## config.mk

```make
export PLATFORM = sky130hd
export DESIGN_NAME = cv32e40p_x_issue_arb
export DESIGN_NICKNAME = d
export VERILOG_FILES = /design/src/rtl/cv32e40p_x_arb_pkg.sv /design/src/rtl/cv32e40p_x_rr_arbiter.sv /design/src/rtl/cv32e40p_x_issue_arb.sv
export SDC_FILE = /design/constraint.sdc
export NUM_CORES = 1
export LEC_CHECK = 0
export CAP_MARGIN = 15
export CORE_AREA = 2 2 196 198
export CTS_BUF_LIST = sky130_fd_sc_hd__clkbuf_4 sky130_fd_sc_hd__clkbuf_8
export DETAILED_ROUTE_END_ITERATION = 8
export DIE_AREA = 0 0 198 200
export SYNTH_ARGS = -nofsm -noshare
export SYNTH_HDL_FRONTEND = slang
export SYNTH_SLANG_ARGS = --single-unit
```

## constraint.sdc

```tcl
create_clock -name clk_i -period 4.2 [get_ports clk_i]
set_input_delay 0.84 -clock clk_i [delete_from_list [all_inputs] [get_ports clk_i]]
set_output_delay 0.84 -clock clk_i [all_outputs]
set_load 0.05 [all_outputs]
```

## src/rtl/cv32e40p_x_arb_pkg.sv

```systemverilog
// Shared types for the X-interface issue arbiter: FSM state and the muxed issue payload.
package cv32e40p_x_arb_pkg;

  localparam int unsigned ARB_NUM_REQ_DEF  = 2;
  localparam int unsigned ARB_ID_WIDTH_DEF = 4;
  localparam int unsigned ARB_LID_W        = ARB_ID_WIDTH_DEF - $clog2(ARB_NUM_REQ_DEF);

  typedef enum logic {
    IDLE   = 1'b0,
    LOCKED = 1'b1
  } arb_state_e;

  // The lid field follows the package default geometry; the top casts to its own LID_W.
  typedef struct packed {
    logic [31:0]      instr;
    logic [2:0][31:0] rs;
    logic [2:0]       rs_valid;
    logic [ARB_LID_W-1:0] lid;
  } x_issue_req_t;

endpackage

```

## src/rtl/cv32e40p_x_rr_arbiter.sv

```systemverilog
// Combinational round-robin picker: first eligible requester at or after the pointer.
module cv32e40p_x_rr_arbiter #(
  parameter int unsigned NUM_REQ = 2,
  localparam int unsigned IDX_W  = $clog2(NUM_REQ)
) (
  input  logic [NUM_REQ-1:0] eligible_i,
  input  logic [IDX_W-1:0]   ptr_i,
  output logic [NUM_REQ-1:0] grant_oh_o,
  output logic [IDX_W-1:0]   grant_idx_o,
  output logic               grant_valid_o
);

  logic [IDX_W-1:0] cand;

  // Scanning from the farthest offset down leaves the closest eligible requester as the winner.
  always_comb begin
    cand          = '0;
    grant_oh_o    = '0;
    grant_idx_o   = '0;
    grant_valid_o = 1'b0;
    for (int k = NUM_REQ - 1; k >= 0; k--) begin
      cand = ptr_i + IDX_W'(k);
      if (eligible_i[cand]) begin
        grant_idx_o   = cand;
        grant_valid_o = 1'b1;
      end
    end
    if (grant_valid_o) grant_oh_o = NUM_REQ'(1) << grant_idx_o;
  end

endmodule

```

## src/rtl/cv32e40p_x_issue_arb.sv

```systemverilog
// Shares one coprocessor X-interface between NUM_REQ cores: round-robin issue, result routing by id MSBs.
// Optional CV32E40P_X_ARB_PERF_EN adds saturating per-requester stall counters on perf_stall_o.
module cv32e40p_x_issue_arb
  import cv32e40p_x_arb_pkg::*;
#(
  parameter int unsigned NUM_REQ   = 2,
  parameter int unsigned ID_WIDTH  = 4,
  parameter int unsigned MAX_OUTST = 4,
  localparam int unsigned IDX_W    = $clog2(NUM_REQ),
  localparam int unsigned LID_W    = ID_WIDTH - IDX_W,
  localparam int unsigned CNT_W    = $clog2(MAX_OUTST + 1)
) (
  input  logic                           clk_i,
  input  logic                           rst_i,
  input  logic [NUM_REQ-1:0]             req_valid_i,
  output logic [NUM_REQ-1:0]             req_ready_o,
  input  logic [NUM_REQ-1:0][31:0]       req_instr_i,
  input  logic [NUM_REQ-1:0][2:0][31:0]  req_rs_i,
  input  logic [NUM_REQ-1:0][2:0]        req_rs_valid_i,
  input  logic [NUM_REQ-1:0][LID_W-1:0]  req_id_i,
  output logic                           req_resp_accept_o,
  output logic                           req_resp_wb_o,
  output logic                           x_issue_valid_o,
  input  logic                           x_issue_ready_i,
  output logic [31:0]                    x_issue_instr_o,
  output logic [2:0][31:0]               x_issue_rs_o,
  output logic [2:0]                     x_issue_rs_valid_o,
  output logic [ID_WIDTH-1:0]            x_issue_id_o,
  input  logic                           x_issue_resp_accept_i,
  input  logic                           x_issue_resp_writeback_i,
  input  logic                           x_result_valid_i,
  output logic                           x_result_ready_o,
  input  logic [ID_WIDTH-1:0]            x_result_id_i,
  input  logic [31:0]                    x_result_data_i,
  input  logic [4:0]                     x_result_rd_i,
  input  logic                           x_result_we_i,
  output logic [NUM_REQ-1:0]             res_valid_o,
  input  logic [NUM_REQ-1:0]             res_ready_i,
  output logic [LID_W-1:0]               res_id_o,
  output logic [31:0]                    res_data_o,
  output logic [4:0]                     res_rd_o,
  output logic                           res_we_o,
  output logic                           err_o
`ifdef CV32E40P_X_ARB_PERF_EN
  ,
  output logic [NUM_REQ-1:0][15:0]       perf_stall_o
`endif
);

  arb_state_e                     state_q;
  logic [IDX_W-1:0]               rrPtr_q;
  logic [IDX_W-1:0]               grant_q;
  logic [NUM_REQ-1:0][CNT_W-1:0]  outst_q;
  logic [NUM_REQ-1:0][CNT_W-1:0]  outst_d;
  logic                           err_q;
  logic                           err_d;

  logic [NUM_REQ-1:0] eligible;
  logic [NUM_REQ-1:0] outstNz;
  logic [NUM_REQ-1:0] arbOh;
  logic [IDX_W-1:0]   arbIdx;
  logic               arbValid;
  logic [NUM_REQ-1:0] grantOh;
  logic [IDX_W-1:0]   grantIdx;
  logic               issueHs;
  logic [IDX_W-1:0]   resIdx;
  logic [NUM_REQ-1:0] resOh;
  logic               resHs;
  logic [NUM_REQ-1:0] outstInc;
  logic [NUM_REQ-1:0] outstDec;
  x_issue_req_t       issueSel;

  always_comb begin
    for (int i = 0; i < NUM_REQ; i++) begin
      outstNz[i]  = (outst_q[i] != '0);
      eligible[i] = req_valid_i[i] & (outst_q[i] != CNT_W'(MAX_OUTST));
    end
  end

  cv32e40p_x_rr_arbiter #(
    .NUM_REQ (NUM_REQ)
  ) u_rr_arbiter (
    .eligible_i    (eligible),
    .ptr_i         (rrPtr_q),
    .grant_oh_o    (arbOh),
    .grant_idx_o   (arbIdx),
    .grant_valid_o (arbValid)
  );

  // While locked the grant is frozen so the coprocessor sees a stable payload until it accepts.
  always_comb begin
    if (state_q == LOCKED) begin
      grantIdx        = grant_q;
      grantOh         = NUM_REQ'(1) << grant_q;
      x_issue_valid_o = ~rst_i & req_valid_i[grant_q];
    end else begin
      grantIdx        = arbIdx;
      grantOh         = arbOh;
      x_issue_valid_o = ~rst_i & arbValid;
    end
  end

  assign issueHs           = x_issue_valid_o & x_issue_ready_i;
  assign req_ready_o       = grantOh & {NUM_REQ{issueHs}};
  assign req_resp_accept_o = issueHs & x_issue_resp_accept_i;
  assign req_resp_wb_o     = issueHs & x_issue_resp_writeback_i;

  always_comb begin
    issueSel          = '0;
    issueSel.instr    = req_instr_i[grantIdx];
    issueSel.rs       = req_rs_i[grantIdx];
    issueSel.rs_valid = req_rs_valid_i[grantIdx];
    issueSel.lid      = ARB_LID_W'(req_id_i[grantIdx]);
  end

  assign x_issue_instr_o    = issueSel.instr;
  assign x_issue_rs_o       = issueSel.rs;
  assign x_issue_rs_valid_o = issueSel.rs_valid;
  assign x_issue_id_o       = {grantIdx, LID_W'(issueSel.lid)};

  assign resIdx           = x_result_id_i[ID_WIDTH-1 -: IDX_W];
  assign resOh            = NUM_REQ'(1) << resIdx;
  assign x_result_ready_o = ~rst_i & res_ready_i[resIdx];
  assign res_valid_o      = rst_i ? '0 : (resOh & {NUM_REQ{x_result_valid_i}});
  assign resHs            = x_result_valid_i & x_result_ready_o;
  assign res_id_o         = x_result_id_i[LID_W-1:0];
  assign res_data_o       = x_result_data_i;
  assign res_rd_o         = x_result_rd_i;
  assign res_we_o         = x_result_we_i;

  always_ff @(posedge clk_i) begin
    if (rst_i) begin
      state_q <= IDLE;
      rrPtr_q <= '0;
      grant_q <= '0;
    end else begin
      case (state_q)
        IDLE: begin
          if (arbValid) begin
            grant_q <= arbIdx;
            if (x_issue_ready_i) rrPtr_q <= arbIdx + IDX_W'(1);
            else                 state_q <= LOCKED;
          end
        end
        LOCKED: begin
          if (issueHs) begin
            state_q <= IDLE;
            rrPtr_q <= grant_q + IDX_W'(1);
          end else if (!req_valid_i[grant_q]) begin
            state_q <= IDLE;
          end
        end
        default: state_q <= IDLE;
      endcase
    end
  end

  // Only writeback instructions occupy a slot; a stray result never underflows, it flags err.
  assign outstInc = grantOh & {NUM_REQ{issueHs & x_issue_resp_accept_i & x_issue_resp_writeback_i}};
  assign outstDec = resOh & outstNz & {NUM_REQ{resHs}};

  always_comb begin
    outst_d = outst_q;
    for (int i = 0; i < NUM_REQ; i++) begin
      if (outstInc[i] && !outstDec[i])      outst_d[i] = outst_q[i] + CNT_W'(1);
      else if (outstDec[i] && !outstInc[i]) outst_d[i] = outst_q[i] - CNT_W'(1);
    end
    err_d = err_q | (resHs & ~outstNz[resIdx]);
  end

  always_ff @(posedge clk_i) begin
    if (rst_i) begin
      outst_q <= '0;
      err_q   <= 1'b0;
    end else begin
      outst_q <= outst_d;
      err_q   <= err_d;
    end
  end

  assign err_o = err_q & ~rst_i;

`ifdef CV32E40P_X_ARB_PERF_EN
  logic [NUM_REQ-1:0][15:0] perfStall_q;

  always_ff @(posedge clk_i) begin
    if (rst_i) begin
      perfStall_q <= '0;
    end else begin
      for (int i = 0; i < NUM_REQ; i++) begin
        if (req_valid_i[i] && !req_ready_o[i] && (perfStall_q[i] != 16'hFFFF))
          perfStall_q[i] <= perfStall_q[i] + 16'd1;
      end
    end
  end

  assign perf_stall_o = perfStall_q;
`endif

endmodule

```

==> metrics.txt <==
status=finished, final reports clean; antenna violations before repair=1; Critical Path RT=between 3 and 4 ns; Initial DRC Count=55; startpoint types=input pin; CTS tree=done; height of the die=around 200 µm; RSZ-0062 raised after global routing=no; main area contributors after synthesis=mux2_2 51%, buf_4 11%, dfxtp_1 7.2%; die width=between 150 and 200 µm; dominant synthesized flop cell=dfxtp_1; Root Driver=clkbuf_8; fin crit share=0.961; final hold slack=~0.49 ns; synthesized instance count=between 200 and 300; H-tree depth=1; clock share of power=0.077; number of port buffers=approximately 420; vias post-DR=3656; sequential share of power=0.066; Yosys cell types=38; FFs w/ async S/R, synth=0; Lkg Pwr=2.78 nW; post_cts resized=0; Power, Total=roughly 1.6 mW; Reg clk slew, reported paths=about 0.05 ns; Worst-Margin Slew=between 0.6 and 0.7 ns; global-route wire length before repair=~26000 µm; maximum clock frequency=about 250 MHz; DP Worst Slack=between 0.1 and 0.15 ns; Routed Wire Length=around 21000 µm; total CTS buffers=3; drt wl/cell=18.5 µm; synth cell count leaders=125 x mux2_2, 42 x buf_4; power per cell area=224 mW/mm²; gr ovfl total=0; Yosys reg bits=10; layout cell share with drive strength beyond 1=0.421; initial core utilization=0.0740; worst skew pair latency=about 0.24 ns; hold-fix buffers at CTS=0; post-CTS setup buffers=0; Post-Place Cells=around 1100; cell-internal power=780 µW; M2 GR Usage=0.150; post-route antenna net violation count=0; final hold violation count=0; CP endpoint kind=output port; crit-path max FO=17; Synth warnings=0; Setup-failing EPs final=0; core area=about 0.037 mm²; area leader, netlist=mux2_2; post-synthesis sequential area ratio=0.0723; Non-Filler Instances=about 1200; max cap viols=0; Setup TNS=0 ns; gr usage total=0.0954; Worst Path Class, Setup=in2out; mean post-synth cell area=roughly 10 µm²; met3 usage=0.0428; CTS max path bufs=2; min Tclk post-route=4.04 ns; number of enable flip-flop cells after synthesis=0; Gate power share=0.857; Net Sw Frac=0.510; Via density=~3.2; DP HPWL=roughly 19000 µm; min-delay worst type=reg2reg; Layout Nets=~970; internal reg-to-reg setup slack=1.32 ns; clk_skew=0.00516 ns; Slew HR=0.596; VDD IR max=about 0.13 mV; Mapped Area=0.00277 mm²; Final WS setup=around 0.16 ns; RePlAce Congestion=0.761; busiest grt layer=met2; Pre-Repair DR Iteration Count=6; pin count of the biggest net entering global routing=approximately 70; P_sw=about 810 µW; CTS Sinks=10; count leader, synth=mux2_2; Total Die Area=between 0.03 and 0.04 mm²; DRC Markers=0; Post-Synthesis Net Count=595; GR Layer Usage met1=0.122; CP arrival=between 3 and 4 ns; vias in the first global route=between 3000 and 4000; Site Rows=71; io pins=505; area grow syn2layout=157%; Final Max Tran Viols=0; Synth top area share=0.508
-- logic make-up (layout without fill, tap and decap cells) --
family / count (synthesis) / after routing / synth area share
AOI/OAI and AO/OA: 13 / 13 / 0.0371
xor gates and xnor gates: 4 / 4 / 0.0127
adders and majority gates: 4 / 4 / 0.0235
buffers and inverters: 63 / 433 / 0.197
DFF: 10 / 10 / 0.0723
muxes: 139 / 139 / 0.577
other: 0 / 1 / 0
and+or+nand+nor: 38 / 38 / 0.0800
-- power groups by stage --
stage	sequential [mW]	combinational, mW	clock (mW)
floorplan	0.104	0.880	0
global placement	0.106	1.38	0
detailed placement	0.107	1.38	0
CTS	0.105	1.39	0.125
finish	0.105	1.37	0.122
global route	0.105	1.42	0.129
-- through the flow --
stage	instance area, µm²	util
final	7110	0.190
after global routing	7110	0.190
after CTS	7110	0.190
after floorplan	2770	-
after global placement	7050	0.189
after detailed placement	7050	0.189
-- layout make-up --
class | count | area, µm²
well taps | 511 | 639
fillers | 4146 | 30300
clock buffers | 4 | 55.1
repair buffers | 425 | 4170
inverters | 4 | 15.0
diodes | 1 | 2.50
flip-flops and latches | 10 | 200
multi-input cells | 198 | 2020
-- flip-flops by register name, summed over array words and instances, names as in the netlist --
| signal | flops |
|---|---|
| err_q | 1 |
| grant_q | 1 |
| outst_q | 6 |
| rrPtr_q | 1 |
| state_q | 1 |
-- layer usage --
layer  vias up  wire (µm)
met2       283       9480
met4         0        155
met1      1690       9040
met5         -          0
met3         4       2650
li1       1679          -
-- worst max-delay path: stages --
cell and delay [ns]:
clkdlybuf4s50_1 0.51, and3b_4 0.25, a22oi_4 0.48, mux2_2 0.40, clkdlybuf4s50_1 0.71
-- layout by cell type, fill, tap and decap left out, types with 2 or more instances in the layout --
cell,Yosys,routed
a21oi_1,4,4
and2_1,2,2
and3b_1,2,2
buf_12,1,19
buf_4,42,108
clkbuf_8,0,4
clkdlybuf4s50_1,0,298
dfxtp_1,10,10
fa_1,2,2
ha_1,2,2
inv_1,4,4
mux2_2,125,125
mux2_4,10,10
mux2i_1,4,4
nand2_1,3,3
nand2b_1,2,2
nand3_1,4,4
nand3b_1,2,2
nor2_1,10,10
nor3_1,4,4
nor3b_1,2,2
o21ai_0,2,2
or3_1,2,2
xor2_1,4,4
-- path summary, 6_finish.rpt --
check / startpoint / cells after the start / to
worst max-delay path: req_valid_i[1] / 5 / x_issue_rs_o[82]
worst min-delay path: err_q$_SDFF_PP0_ / 2 / err_q$_SDFF_PP0_
worst max register to register: outst_q[0]$_SDFFE_PP0P_ / 10 / outst_q[5]$_SDFFE_PP0P_
worst min register to register: err_q$_SDFF_PP0_ / 2 / err_q$_SDFF_PP0_
Power figures use the tool's default switching activity.
